==> src/rtl/bram_read_sched_pkg.sv <==
// Shared constants for the namespace BRAM read scheduler: decoder bit positions,
// namespace indices and scheduler FSM states.
package bram_read_sched_pkg;

    // Bit positions of the BRAM namespaces in a source's one-hot decoder output.
    localparam int DEC_DATA     = 1;
    localparam int DEC_WEIGHT   = 2;
    localparam int DEC_GRADIENT = 3;
    localparam int DEC_META     = 4;

    // Namespace index k used for ns_rd_en[k], ns_rd_addr slice k and ns_rd_data slice k.
    localparam int NS_DATA     = 0;
    localparam int NS_WEIGHT   = 1;
    localparam int NS_GRADIENT = 2;
    localparam int NS_META     = 3;
    localparam int NS_COUNT    = 4;

    typedef enum logic [1:0] {
        BRAM_SCHED_IDLE,
        BRAM_SCHED_BUSY,
        BRAM_SCHED_DONE
    } sched_state_t;

    // Multiple namespace hits are illegal; resolve to the lowest namespace.
    function automatic logic [1:0] lowest_ns(input logic [3:0] hits);
        if (hits[0]) begin
            return 2'd0;
        end else if (hits[1]) begin
            return 2'd1;
        end else if (hits[2]) begin
            return 2'd2;
        end
        return 2'd3;
    endfunction

endpackage

==> src/rtl/ns_prio_grant.sv <==
// Fixed-priority one-hot grant among the three sources competing for one namespace BRAM.
// Source 0 has the highest priority.
module ns_prio_grant (
    input  logic [2:0] req,
    output logic [2:0] gnt
);

    assign gnt[0] = req[0];
    assign gnt[1] = req[1] & ~req[0];
    assign gnt[2] = req[2] & ~req[1] & ~req[0];

endmodule

==> src/rtl/bram_read_sched.sv <==
// Schedules up to three source-operand reads onto the four single-port namespace BRAMs,
// serialising same-namespace conflicts and stalling until every BRAM operand is captured.
module bram_read_sched
    import bram_read_sched_pkg::*;
#(
    parameter int srcNum  = 3,
    parameter int addrLen = 8,
    parameter int dataLen = 16
) (
    input  logic                        clk,
    input  logic                        reset,
    input  logic                        inst_valid,
    input  logic [(1<<srcNum)-1:0]      src0_decoder_out,
    input  logic [(1<<srcNum)-1:0]      src1_decoder_out,
    input  logic [(1<<srcNum)-1:0]      src2_decoder_out,
    input  logic [addrLen-1:0]          src0_addr,
    input  logic [addrLen-1:0]          src1_addr,
    input  logic [addrLen-1:0]          src2_addr,
    output logic [3:0]                  ns_rd_en,
    output logic [NS_COUNT*addrLen-1:0] ns_rd_addr,
    input  logic [NS_COUNT*dataLen-1:0] ns_rd_data,
    output logic [dataLen-1:0]          src0_data,
    output logic [dataLen-1:0]          src1_data,
    output logic [dataLen-1:0]          src2_data,
    output logic [2:0]                  src_v_bram,
    output logic                        inst_stall_bram
);

    sched_state_t state;
    logic [2:0] pend;
    logic [2:0] inflight;
    logic [dataLen-1:0] src_data [3];

    logic [(1<<srcNum)-1:0] dec [3];
    logic [addrLen-1:0] addr [3];
    logic [2:0] rq;
    logic [1:0] ns_idx [3];
    logic [2:0] cand;
    logic active;
    logic [2:0] ns_req [NS_COUNT];
    logic [2:0] ns_gnt [NS_COUNT];
    logic [2:0] grant;
    logic unused_dec;

    assign dec[0]  = src0_decoder_out;
    assign dec[1]  = src1_decoder_out;
    assign dec[2]  = src2_decoder_out;
    assign addr[0] = src0_addr;
    assign addr[1] = src1_addr;
    assign addr[2] = src2_addr;
    assign unused_dec = ^{src0_decoder_out, src1_decoder_out, src2_decoder_out};

    always_comb begin
        for (int n = 0; n < 3; n++) begin
            logic [3:0] hits;
            hits = {dec[n][DEC_META], dec[n][DEC_GRADIENT], dec[n][DEC_WEIGHT], dec[n][DEC_DATA]};
            rq[n] = |hits;
            ns_idx[n] = lowest_ns(hits);
        end
    end

    // Reads are only issued for a live instruction; reset and DONE never strobe a BRAM.
    assign active = inst_valid && !reset && (state != BRAM_SCHED_DONE);
    assign cand   = (state == BRAM_SCHED_IDLE) ? rq : pend;

    always_comb begin
        for (int k = 0; k < NS_COUNT; k++) begin
            ns_req[k] = '0;
            for (int n = 0; n < 3; n++) begin
                ns_req[k][n] = active && cand[n] && (ns_idx[n] == 2'(k));
            end
        end
    end

    for (genvar k = 0; k < NS_COUNT; k++) begin : g_ns
        ns_prio_grant u_grant (
            .req (ns_req[k]),
            .gnt (ns_gnt[k])
        );
    end

    always_comb begin
        grant      = '0;
        ns_rd_en   = '0;
        ns_rd_addr = '0;
        for (int k = 0; k < NS_COUNT; k++) begin
            ns_rd_en[k] = |ns_gnt[k];
            grant       = grant | ns_gnt[k];
            for (int n = 0; n < 3; n++) begin
                if (ns_gnt[k][n]) begin
                    ns_rd_addr[k*addrLen +: addrLen] = addr[n];
                end
            end
        end
    end

    assign inst_stall_bram = !reset && inst_valid && (rq != 3'b000) &&
                             (state != BRAM_SCHED_DONE);

    always_ff @(posedge clk) begin
        if (reset) begin
            state      <= BRAM_SCHED_IDLE;
            pend       <= '0;
            inflight   <= '0;
            src_v_bram <= '0;
            for (int n = 0; n < 3; n++) begin
                src_data[n] <= '0;
            end
        end else begin
            unique case (state)
                BRAM_SCHED_IDLE: begin
                    inflight   <= grant;
                    src_v_bram <= '0;
                    if (inst_valid && (rq != 3'b000)) begin
                        pend  <= rq & ~grant;
                        state <= BRAM_SCHED_BUSY;
                    end
                end
                BRAM_SCHED_BUSY: begin
                    if (!inst_valid) begin
                        // Abort: drop outstanding reads and anything returning this cycle.
                        state      <= BRAM_SCHED_IDLE;
                        pend       <= '0;
                        inflight   <= '0;
                        src_v_bram <= '0;
                    end else begin
                        for (int n = 0; n < 3; n++) begin
                            if (inflight[n]) begin
                                src_data[n]   <= ns_rd_data[ns_idx[n]*dataLen +: dataLen];
                                src_v_bram[n] <= 1'b1;
                            end
                        end
                        inflight <= grant;
                        pend     <= pend & ~grant;
                        if (pend == 3'b000) begin
                            state <= BRAM_SCHED_DONE;
                        end
                    end
                end
                BRAM_SCHED_DONE: begin
                    src_v_bram <= '0;
                    inflight   <= '0;
                    state      <= BRAM_SCHED_IDLE;
                end
                default: state <= BRAM_SCHED_IDLE;
            endcase
        end
    end

    assign src0_data = src_data[0];
    assign src1_data = src_data[1];
    assign src2_data = src_data[2];

endmodule

==> config.mk <==
export PLATFORM = sky130hd
export DESIGN_NAME = bram_read_sched
export DESIGN_NICKNAME = d
export VERILOG_FILES = /design/src/rtl/bram_read_sched_pkg.sv /design/src/rtl/ns_prio_grant.sv /design/src/rtl/bram_read_sched.sv
export SDC_FILE = /design/constraint.sdc
export NUM_CORES = 1
export LEC_CHECK = 0
export ABC_AREA = 1
export CORE_AREA = 4 4 109 111
export CTS_CLUSTER_DIAMETER = 30
export CTS_CLUSTER_SIZE = 40
export DETAILED_ROUTE_END_ITERATION = 10
export DIE_AREA = 0 0 113 115
export HOLD_SLACK_MARGIN = 0.1
export PLACE_DENSITY = 0.84
export SLEW_MARGIN = 20
export SYNTH_ARGS = -nofsm -noshare
export SYNTH_HDL_FRONTEND = slang
export SYNTH_HIERARCHICAL = 1
export SYNTH_SLANG_ARGS = --single-unit
export TNS_END_PERCENT = 5
==> constraint.sdc <==
create_clock -name clk -period 2.79 [get_ports clk]
set_input_delay 0.4185 -clock clk [delete_from_list [all_inputs] [get_ports clk]]
set_output_delay 0.4185 -clock clk [all_outputs]
set_load 0.01 [all_outputs]
==> impl_metrics.tcl <==
set metrics [dict create \
    status "finished with violations" \
    violations "negative setup slack" \
    start_util 0.430 \
    die_x_um 113 \
    fin_hold_ws_ns 0.487 \
    clkSinkCount 59 \
    ant_nets 0 \
    slowest_stage "dfxtp_2" \
    power_leakage_nw 3.11 \
    crit_path_cell_trace "inv_4, ha_4, nor2_4, inv_4, a21oi_4, o21ai_4, buf_6, nor3_4, nor2_4, nor2_4, buf_8, a221oi_2, a21oi_1, buf_2" \
    cp_data_required_time_ns 2.37 \
    grtUsageTotal 0.287 \
    rsz0062_at_grt "yes" \
    dp_hpwl_um 13100 \
    dr.first_iter.drc_count 638 \
    synthArstFlopShare 0 \
    dr.pass1.iters 8 \
    yosys.cell_types.count 28 \
    drc 0 \
    power_density_nw_per_um2 404 \
    gp_congestion 0.980 \
    core_sq_um 10800 \
    hold_class "flip-flop to flip-flop" \
    cp_num_buf_inv 5 \
    relSlewSlack 0.531 \
    drt-total-wl_um 20200 \
    clock-root-buffer "clkbuf_8" \
    syn_inst 623 \
    vias 6179 \
    synth_enable_flop_cells 48 \
    rr_endpoint "pend[2]" \
    syn_to_final_growth_pct 66.3 \
    clk_latency_ns 0.34 \
    p_seq_frac 0.333 \
    crit_path_frequent_cell "nor2_4" \
    fin_crit_ns 3.00 \
    grt_pass1_vias 6181 \
    fmax_mhz 334 \
    syn_nets 742 \
    setup_viol 34 \
    floorplan.die_area_sq_um 13000 \
    diodes 0 \
    path_delay_family "buffers and inverters" \
    holdPathEnd "src_v_bram[1]" \
    critical_path.max_fanout 7 \
    drv_slew 0 \
    cts_tree "yes" \
    port_buffers 190 \
    wire_per_inst_um 19.9 \
    worst_pin_slew_ns 0.697 \
    cp.arrival_ns 2.58 \
    layout_common_cells "clkdlybuf4s50_1, a21oi_1, nand2_1" \
    ioPinCount 203 \
    finClkSkew_ns 0.00988 \
    power.switching_mw 1.08 \
    clock_power_share 0.271 \
    setup_slack_ns -0.208 \
    finalPower_mw 3.12 \
    hold_violations 0 \
    p_comb_frac 0.396 \
    min_period_over_period 1.07 \
    place_ws_ns -0.710 \
    tns_ns -4.29 \
    grt_pass1_wl_um 30200 \
    slowest_delay_ns 0.36 \
    r2r_slack_ns 0.28 \
    cp-start-kind "flip-flop" \
    cts_made_buffers 9 \
    fin_nets 987 \
    yosys_warnings 6 \
    htreeDepth 3 \
    synth.avg_cell_area_sq_um 7.46 \
    layout_commonest_cell "clkdlybuf4s50_1" \
    cts.clk_slew.worst_paths_ns 0.07 \
    holdBufCountCts 0 \
    synth_seq_cells 59 \
    rows 38 \
    grt_max_degree 40 \
    ys_seq_area_frac 0.358 \
    antenna_found_initial 0 \
    hp-start "src_v_bram[1]" \
    syn_area_sq_um 4650 \
    irDropWorstVdd_mv 0.287 \
    whs_path_depth 2 \
    max_cap_violations 0 \
    crit_type "flip-flop to primary output" \
    fp.dieH_um 115 \
    drive_gt1_frac 0.293 \
    final.fill_count 759 \
    end_kind "primary output" \
    p_int_mw 2.04 \
    grt-ovfl-total 0 \
    switching_share 0.345 \
    reg2reg_from "state[0]" \
    synth_ff_type "edfxtp_1" \
    post_drt_via_cell_ratio 6.10 \
    reg2regPathDepth 17 \
    clock_path_buffers 2 \
]
-- area by class of cell --
| type | count | area, sq um | area share |
|---|---|---|---|
| clock buffers | 11 | 131 | 0.0170 |
| clock inverters | 5 | 77.6 | 0.0100 |
| repair buffers | 280 | 2480 | 0.322 |
| inverters | 83 | 319 | 0.0413 |
| multi-input cells | 435 | 2870 | 0.372 |
| flip-flops and latches | 59 | 1660 | 0.215 |
| well taps | 140 | 175 | 0.0227 |
-- power groups by stage --
stage	combinational [mW]	sequential [mW]	clock, mW
floorplan	0.489	1.07	0
CTS	1.10	1.04	0.849
detailed placement	1.06	1.05	0
global route	1.31	1.05	0.898
finish	1.24	1.04	0.846
global placement	1.02	1.05	0
-- state kept, by name, indices dropped and copies added (netlist names) --
signal,flops
inflight,3
src_data,48
pend,3
state,2
src_v_bram,3
-- per-stage QoR --
stage               instances  instance area, sq um  utilization
global route             1013                  7720        0.716
finish                   1013                  7720        0.716
CTS                      1008                  7540        0.699
global placement          976                  7050        0.654
floorplan                 623                  4650            -
detailed placement        976                  7050        0.654
-- worst register-to-register path, stage by stage, from the launching register on --
cell and delay [ns]:
dfxtp_2 0.36, inv_4 0.06, ha_4 0.17, nor2_4 0.12
inv_4 0.07, a21oi_4 0.18, o21ai_4 0.12, buf_6 0.15
nor2_4 0.13, buf_4 0.14, nor2_4 0.04, buf_12 0.14
inv_1 0.09, buf_4 0.11, nand4_1 0.20, a21oi_1 0.19
a21oi_1 0.06, nor2_1 0.12
-- kinds of logic (layout without fill, tap and decap cells) --
family                   count (synthesis)  in the layout  synth area share
buffers and inverters                  129            379             0.117
adder cells (fa/ha/maj)                  4              4            0.0108
AND/OR/NAND/NOR                        143            143             0.132
flip-flops                              59             59             0.358
AO/OA/AOI/OAI                          288            288             0.383
-- how the worst max path moves through the flow --
| stage | endpoint | slack (ns) | depth (start not counted) | from |
|---|---|---|---|---|
| after global routing | ns_rd_addr[16] | -0.29 | 14 | state[0] |
| final | ns_rd_addr[10] | -0.21 | 14 | state[0] |
| after detailed placement | ns_rd_addr[28] | -0.71 | 14 | reset |
| after CTS | ns_rd_addr[5] | -0.05 | 12 | src0_decoder_out[2] |
| after floorplan | ns_rd_addr[16] | 0.14 | 9 | src0_decoder_out[2] |
| after global placement | ns_rd_addr[25] | -0.67 | 14 | reset |
-- Yosys cell counts, types with 3 or more instances --
cell        n  area, sq um
a21oi_1   126          631
nand2_1    84          315
inv_1      71          267
o21ai_0    53          265
edfxtp_1   48         1440
o211ai_1   48          360
a221oi_1   31          272
clkbuf_1   27          101
nor2_1     23         86.3
a21oi_2    20          175
inv_2      12         45.0
buf_2      11         55.1
dfxtp_1    11          220
nand3_1    10         50.1
nor3_1      8         40.0
nor2_2      7         43.8
nand2_2     5         31.3
buf_4       4         30.0
buf_6       4         45.0
ha_1        4         50.1
nand4_1     4         25.0
o21ai_2     4         35.0
o21ai_1     3         15.0
-- repair_timing --
action | CTS | global route
pin swaps | 12 | 11
setup buffers | 15 | 5
resized for setup | 191 | 47
endpoints found under the setup margin | 36 | 36
cloned | 1 | 0
-- routing by layer --
layer	part of all wire	global-route usage	vias up	routed length [um]
li1	-	-	2726	-
met1	0.34	0.319	2768	6950
met2	0.48	0.500	561	9700
met3	0.12	0.0753	124	2470
met4	0.053	0.159	0	1080
met5	0	0	-	0
Power figures use the tool's default switching activity.
